--- src/rtl/sram_request_sequencer_pkg.sv ---
// Shared definitions for the SRAM request sequencer: state encodings, default widths
// and default cycle counts.
package sram_request_sequencer_pkg;

    localparam int unsigned DEF_ADDR_W         = 11;
    localparam int unsigned DEF_DATA_W         = 8;
    localparam int unsigned DEF_FIFO_DEPTH     = 4;
    localparam int unsigned DEF_ACCESS_CYCLES  = 5;
    localparam int unsigned DEF_RECOVER_CYCLES = 1;

    typedef enum logic [1:0] {
        StIdle    = 2'd0,
        StAccess  = 2'd1,
        StRecover = 2'd2
    } state_e;

    function automatic int unsigned max_u(input int unsigned a, input int unsigned b);
        return (a > b) ? a : b;
    endfunction

endpackage

--- src/rtl/sram_request_sequencer_fifo.sv ---
// Synchronous request FIFO. Pointers carry one extra wrap bit so full/empty come
// straight from a pointer compare.
module sram_req_fifo #(
    parameter int unsigned WIDTH = 20,
    parameter int unsigned DEPTH = 4
) (
    input  logic             clk,
    input  logic             reset,
    input  logic             push,
    input  logic             pop,
    input  logic [WIDTH-1:0] din,
    output logic [WIDTH-1:0] dout,
    output logic             full,
    output logic             empty
);

    localparam int unsigned AW = $clog2(DEPTH);

    logic [AW:0]      wptr_q, rptr_q;
    logic [WIDTH-1:0] mem_q [DEPTH];
    logic             do_push, do_pop;

    // A full cycle accepts nothing, even when a pop happens on the same edge.
    assign do_push = push & ~full;
    assign do_pop  = pop & ~empty;
    assign empty   = (wptr_q == rptr_q);
    assign full    = (wptr_q[AW] != rptr_q[AW]) && (wptr_q[AW-1:0] == rptr_q[AW-1:0]);
    assign dout    = mem_q[rptr_q[AW-1:0]];

    // Pointer registers, cleared by reset.
    always_ff @(posedge clk or negedge reset) begin
        if (!reset) begin
            wptr_q <= '0;
            rptr_q <= '0;
        end else begin
            if (do_push) wptr_q <= wptr_q + (AW+1)'(1);
            if (do_pop)  rptr_q <= rptr_q + (AW+1)'(1);
        end
    end

    // Storage array; contents are don't-care until written.
    always_ff @(posedge clk) begin
        if (do_push) mem_q[wptr_q[AW-1:0]] <= din;
    end

endmodule

--- src/rtl/sram_request_sequencer.sv ---
// Request sequencer in front of the SRAM controller: queues host requests, holds each
// access strobe for a fixed window, captures read data on latch and returns one response
// per request in order.
module sram_request_sequencer
    import sram_request_sequencer_pkg::*;
#(
    parameter int unsigned ADDR_W         = DEF_ADDR_W,
    parameter int unsigned DATA_W         = DEF_DATA_W,
    parameter int unsigned FIFO_DEPTH     = DEF_FIFO_DEPTH,
    parameter int unsigned ACCESS_CYCLES  = DEF_ACCESS_CYCLES,
    parameter int unsigned RECOVER_CYCLES = DEF_RECOVER_CYCLES
) (
    input  logic              clk,
    input  logic              reset,
    input  logic              req_valid,
    output logic              req_ready,
    input  logic              req_write,
    input  logic [ADDR_W-1:0] req_addr,
    input  logic [DATA_W-1:0] req_wdata,
    output logic              rsp_valid,
    output logic [DATA_W-1:0] rsp_rdata,
    output logic              rsp_timeout,
    output logic              ctrl_read,
    output logic              ctrl_write,
    input  logic              ctrl_latch,
    output logic [ADDR_W-1:0] sram_addr,
    output logic [DATA_W-1:0] sram_wdata,
    input  logic [DATA_W-1:0] sram_rdata,
    output logic              busy
);

    localparam int unsigned FW    = 1 + ADDR_W + DATA_W;
    localparam int unsigned CNT_W = $clog2(max_u(ACCESS_CYCLES, RECOVER_CYCLES) + 1);

    logic          fifo_full, fifo_empty, fifo_pop;
    logic [FW-1:0] fifo_dout;

    state_e            state_q, state_d;
    logic [CNT_W-1:0]  cnt_q, cnt_d;
    logic              op_write_q, op_write_d;
    logic [ADDR_W-1:0] addr_q, addr_d;
    logic [DATA_W-1:0] wdata_q, wdata_d;
    logic              rd_q, rd_d, wr_q, wr_d;
    logic              got_latch_q, got_latch_d;
    logic [DATA_W-1:0] cap_q, cap_d;
    logic              rsp_valid_q, rsp_valid_d;
    logic              rsp_timeout_q, rsp_timeout_d;
    logic [DATA_W-1:0] rsp_rdata_q, rsp_rdata_d;
    logic              latch_hit;

    sram_req_fifo #(
        .WIDTH (FW),
        .DEPTH (FIFO_DEPTH)
    ) u_fifo (
        .clk   (clk),
        .reset (reset),
        .push  (req_valid),
        .pop   (fifo_pop),
        .din   ({req_write, req_addr, req_wdata}),
        .dout  (fifo_dout),
        .full  (fifo_full),
        .empty (fifo_empty)
    );

    assign req_ready   = ~fifo_full;
    assign busy        = (state_q != StIdle) | ~fifo_empty;
    assign ctrl_read   = rd_q;
    assign ctrl_write  = wr_q;
    assign sram_addr   = addr_q;
    assign sram_wdata  = wdata_q;
    assign rsp_valid   = rsp_valid_q;
    assign rsp_timeout = rsp_timeout_q;
    assign rsp_rdata   = rsp_rdata_q;

    // First latch pulse of a read access only; later pulses are ignored.
    assign latch_hit = (state_q == StAccess) & ~op_write_q & ~got_latch_q & ctrl_latch;

    // Next-state, strobe and response logic.
    always_comb begin
        state_d       = state_q;
        cnt_d         = cnt_q;
        op_write_d    = op_write_q;
        addr_d        = addr_q;
        wdata_d       = wdata_q;
        got_latch_d   = got_latch_q;
        cap_d         = cap_q;
        rsp_rdata_d   = rsp_rdata_q;
        rd_d          = 1'b0;
        wr_d          = 1'b0;
        rsp_valid_d   = 1'b0;
        rsp_timeout_d = 1'b0;
        fifo_pop      = 1'b0;

        if (latch_hit) begin
            got_latch_d = 1'b1;
            cap_d       = sram_rdata;
        end

        case (state_q)
            StIdle: begin
                if (!fifo_empty) begin
                    fifo_pop    = 1'b1;
                    op_write_d  = fifo_dout[FW-1];
                    addr_d      = fifo_dout[FW-2:DATA_W];
                    wdata_d     = fifo_dout[DATA_W-1:0];
                    got_latch_d = 1'b0;
                    cnt_d       = CNT_W'(ACCESS_CYCLES - 1);
                    rd_d        = ~fifo_dout[FW-1];
                    wr_d        = fifo_dout[FW-1];
                    state_d     = StAccess;
                end
            end
            StAccess: begin
                if (cnt_q == '0) begin
                    // A latch on the final access cycle still counts for this response.
                    state_d       = StRecover;
                    cnt_d         = CNT_W'(RECOVER_CYCLES - 1);
                    rsp_valid_d   = 1'b1;
                    rsp_timeout_d = ~op_write_q & ~(got_latch_q | latch_hit);
                    if (~op_write_q & (got_latch_q | latch_hit)) begin
                        rsp_rdata_d = latch_hit ? sram_rdata : cap_q;
                    end
                end else begin
                    cnt_d = cnt_q - CNT_W'(1);
                    rd_d  = ~op_write_q;
                    wr_d  = op_write_q;
                end
            end
            StRecover: begin
                if (cnt_q == '0) begin
                    state_d = StIdle;
                end else begin
                    cnt_d = cnt_q - CNT_W'(1);
                end
            end
            default: state_d = StIdle;
        endcase
    end

    // State, access registers and response registers.
    always_ff @(posedge clk or negedge reset) begin
        if (!reset) begin
            state_q       <= StIdle;
            cnt_q         <= '0;
            op_write_q    <= 1'b0;
            addr_q        <= '0;
            wdata_q       <= '0;
            rd_q          <= 1'b0;
            wr_q          <= 1'b0;
            got_latch_q   <= 1'b0;
            cap_q         <= '0;
            rsp_valid_q   <= 1'b0;
            rsp_timeout_q <= 1'b0;
            rsp_rdata_q   <= '0;
        end else begin
            state_q       <= state_d;
            cnt_q         <= cnt_d;
            op_write_q    <= op_write_d;
            addr_q        <= addr_d;
            wdata_q       <= wdata_d;
            rd_q          <= rd_d;
            wr_q          <= wr_d;
            got_latch_q   <= got_latch_d;
            cap_q         <= cap_d;
            rsp_valid_q   <= rsp_valid_d;
            rsp_timeout_q <= rsp_timeout_d;
            rsp_rdata_q   <= rsp_rdata_d;
        end
    end

endmodule

--- config.mk ---
export PLATFORM = sky130hd
export DESIGN_NAME = sram_request_sequencer
export DESIGN_NICKNAME = d
export VERILOG_FILES = /design/src/rtl/sram_request_sequencer_pkg.sv /design/src/rtl/sram_request_sequencer_fifo.sv /design/src/rtl/sram_request_sequencer.sv
export SDC_FILE = /design/constraint.sdc
export NUM_CORES = 1
export LEC_CHECK = 0
export CORE_MARGIN = 8
export CORE_UTILIZATION = 44
export DETAILED_ROUTE_END_ITERATION = 12
export PLACE_DENSITY = 0.65
export SYNTH_ARGS = -nofsm -noshare
export SYNTH_HDL_FRONTEND = slang
export SYNTH_SLANG_ARGS = --single-unit
--- constraint.sdc ---
create_clock -name clk -period 5 [get_ports clk]
set_clock_uncertainty 0.1 [all_clocks]
set_input_delay 0.75 -clock clk [delete_from_list [all_inputs] [get_ports clk]]
set_output_delay 0.75 -clock clk [all_outputs]
set_load 0.05 [all_outputs]
==> impl_metrics.csv <==
group,metric,value,unit
run_status,outcome,"complete, no violations",
floorplan,rows,39,
cts,cts_buffer_depth,2,
placement,io_buffers,64,
floorplan,ios,65,
cts,post_cts_buffers,0,
finish,n_antenna_cell,0,
sta,worst_slack,1.28,ns
route,antenna_left,0,
finish,nFillCells,868,
floorplan,start_util,45.2,%
setup_path,path_cells,"xnor2_1 -> nand3b_1 -> clkdlybuf4s50_1",
route,drt-total-wl,9320,um
synthesis,synth_nets,307,
sta,tightestPinTransition,1.13,ns
sta,min_period_over_period,74.3,%
setup_path,crit_path_end_kind,"primary output",
power_and_ir_drop,power_density,735,nW/um2
cts,numClockSinks,132,
synthesis,synthMuxAreaShare,18.0,%
setup_path,worstPathArrival,2.87,ns
sta,finalHoldViolations,0,
finish,drive_gt1_share,26.8,%
setup_path,startpoint_type,"flop",
synthesis,synth_top_family_by_area,"multiplexers",
finish,multi_input_comb_area,1410,um2
route,dr_total_vias,2577,
sta,slew_headroom,24.8,%
setup_path,cp_slowest_cell,"dfrtp_1",
sta,rsz0062_at_grt,"false",
finish,final_core_util,57.1,%
sta,fmax,269,MHz
cts,cts_hold_buf,0,
setup_path,critical_path.max_fanout,23,
sta,finalSetupTns,0,ns
synthesis,synth_top_flop_cell,"edfxtp_1",
cts,cts_max_level,4,
global_routing,grt_pass1_wl,15600,um
setup_path,slowest_delay,1.05,ns
power_and_ir_drop,power_leakage,2.47,nW
finish,nNetsFinal,385,
sta,drv_slew,0,
setup_path,r2r-end,"u_fifo.mem_q[2][15]",
synthesis,synth_edf_count,80,
route,drt_iter0_drc,159,
setup_path,r2r_slack,1.94,ns
synthesis,yosys.cell_types.count,35,
cts,cts_root_buf,"clkbuf_16",
sta,whs,0.367,ns
synthesis,synth_compound_area_share,1.62,%
floorplan,fp.dieW,125,um
min_path,min_path_type,"in2async",
setup_path,crit_type,"reg2out",
placement,pre_cts_slack,1.68,ns
global_routing,grt_max_degree,53,
cts,clk_pin_slew_worst_paths,0.06,ns
floorplan,dieArea,15500,um2
global_routing,grt_pass1_vias,2875,
cts,clk_latency,0.41,ns
synthesis,ys_seq_area_share,71.4,%
global_routing,grt_util_all_layers,12.8,%
cts,cts_made_buffers,17,
cts,cts_tree,"done",
sta,min_period,3.72,ns
synthesis,avgSynthCellArea,19.6,um2
power_and_ir_drop,finalPower,4.81,mW
synthesis,synthCells,264,
route,drt_pre_antenna_iters,4,
synthesis,syn_area,5190,um2
sta,setup_viol,0,
global_routing,antenna_found_initial,0,
flow_run,drv_cap,0,
route,wire_per_inst,18.7,um
power_and_ir_drop,ir_worst_vdd,0.464,mV
setup_path,crit_required,4.15,ns
floorplan,core_area,11500,um2
finish,regArea,3700,um2
synthesis,synth_xor_area_share,1.18,%
synthesis,synth_fa_ha_area_share,2.65,%
synthesis,ys_ff_latch,132,
route,via_per_inst,5.17,
synthesis,async_flop_share,39.4,%
synthesis,yosys.area_share.simple,3.67,%
setup_path,r2r_start,"u_fifo.rptr_q[1]",
setup_path,reg2reg_depth,3,
route,drc_errors,0,
synthesis,yosys_warnings,0,
cts,cts_resized,0,
placement,place_congestion,0.687,
finish,areaGrowthSynthToFinish,26.2,%
floorplan,die_h,125,um
placement,dp_hpwl,5810,um
global_routing,grt_overflow,0,
==> routing by layer <==
metal	up-vias	part of all wire [%]	track usage, %
met3	8	5.5	4.30
met1	1324	45	16.5
met4	0	1.1	5.74
met2	67	48	19.3
li1	1178	-	-
met5	-	0	0
==> flip-flops by register name, summed over array words and instances, names as in the netlist <==
| signal | flops |
|---|---|
| cap_q | 8 |
| cnt_q | 3 |
| ctrl_read | 1 |
| ctrl_write | 1 |
| got_latch_q | 1 |
| op_write_q | 1 |
| rsp_rdata | 8 |
| rsp_timeout | 1 |
| rsp_valid | 1 |
| sram_addr | 11 |
| sram_wdata | 8 |
| state_q | 2 |
| u_fifo.mem_q | 80 |
| u_fifo.rptr_q | 3 |
| u_fifo.wptr_q | 3 |
==> final cells by class <==
type	instances	area share, %
clock inverters	11	2.06
repair buffers	65	9.83
clock buffers	21	6.73
flip-flops and latches	132	56.6
multi-input cells	117	21.5
well taps	143	2.73
inverters	9	0.516
==> per-stage QoR <==
| stage | instances | instance area (um2) |
|---|---|---|
| floorplan | 264 | 5190 |
| global placement | 466 | 5970 |
| detailed placement | 466 | 5970 |
| CTS | 498 | 6550 |
| global route | 498 | 6550 |
| finish | 498 | 6550 |
==> worst max path at each step <==
stage / from / endpoint / slack (ns)
after CTS: u_fifo.rptr_q[1] / req_ready / 1.21
after global routing: u_fifo.rptr_q[1] / req_ready / 1.17
after global placement: u_fifo.rptr_q[1] / req_ready / 1.73
after detailed placement: u_fifo.rptr_q[1] / req_ready / 1.68
after floorplan: u_fifo.wptr_q[2] / u_fifo.mem_q[3][0] / 2.65
final: u_fifo.rptr_q[1] / req_ready / 1.28
==> synth_stat cells (all sizes together), types with 4 or more instances <==
library cell	count	area share, %
a21oi	5	0.48
and3	4	0.48
buf	4	0.63
dfrtp	52	25
edfxtp	80	46
ha	11	2.7
inv	9	0.65
mux2	39	9.0
mux4	20	8.7
nand2	4	0.43
o21ai	4	0.39
xnor2	6	1.0
==> worst max-delay path: cells and delay by family (launching register included) <==
| family | cells | cell delay [ns] |
|---|---|---|
| XOR/XNOR | 1 | 0.30 |
| AND/OR/NAND/NOR | 1 | 0.25 |
| buffers and inverters | 1 | 0.84 |
| flip-flops | 1 | 1.05 |
==> cell usage in the layout (no fill, tap or decap), types with 5 or more instances in the layout <==
cell / n
edfxtp_1: 80
clkdlybuf4s50_1: 63
dfrtp_1: 51
mux2_2: 28
mux4_2: 20
clkbuf_16: 17
ha_1: 11
inv_1: 9
mux2_4: 7
xnor2_1: 6
a21oi_1: 5
clkinv_2: 5
==> cell families after synthesis <==
| logic type | after synthesis |
|---|---|
| flip-flops | 132 |
| AO/OA/AOI/OAI | 13 |
| buffers and inverters | 15 |
| adder cells (fa/ha/maj) | 11 |
| XOR/XNOR | 7 |
| AND/OR/NAND/NOR | 25 |
| multiplexers | 61 |
==> power breakdown <==
group	internal [mW]	switching, mW
sequential	1.54	0.224
clock	0.778	0.429
combinational	0.823	1.01
total	3.14	1.67
(Power assumes the default switching activity.)
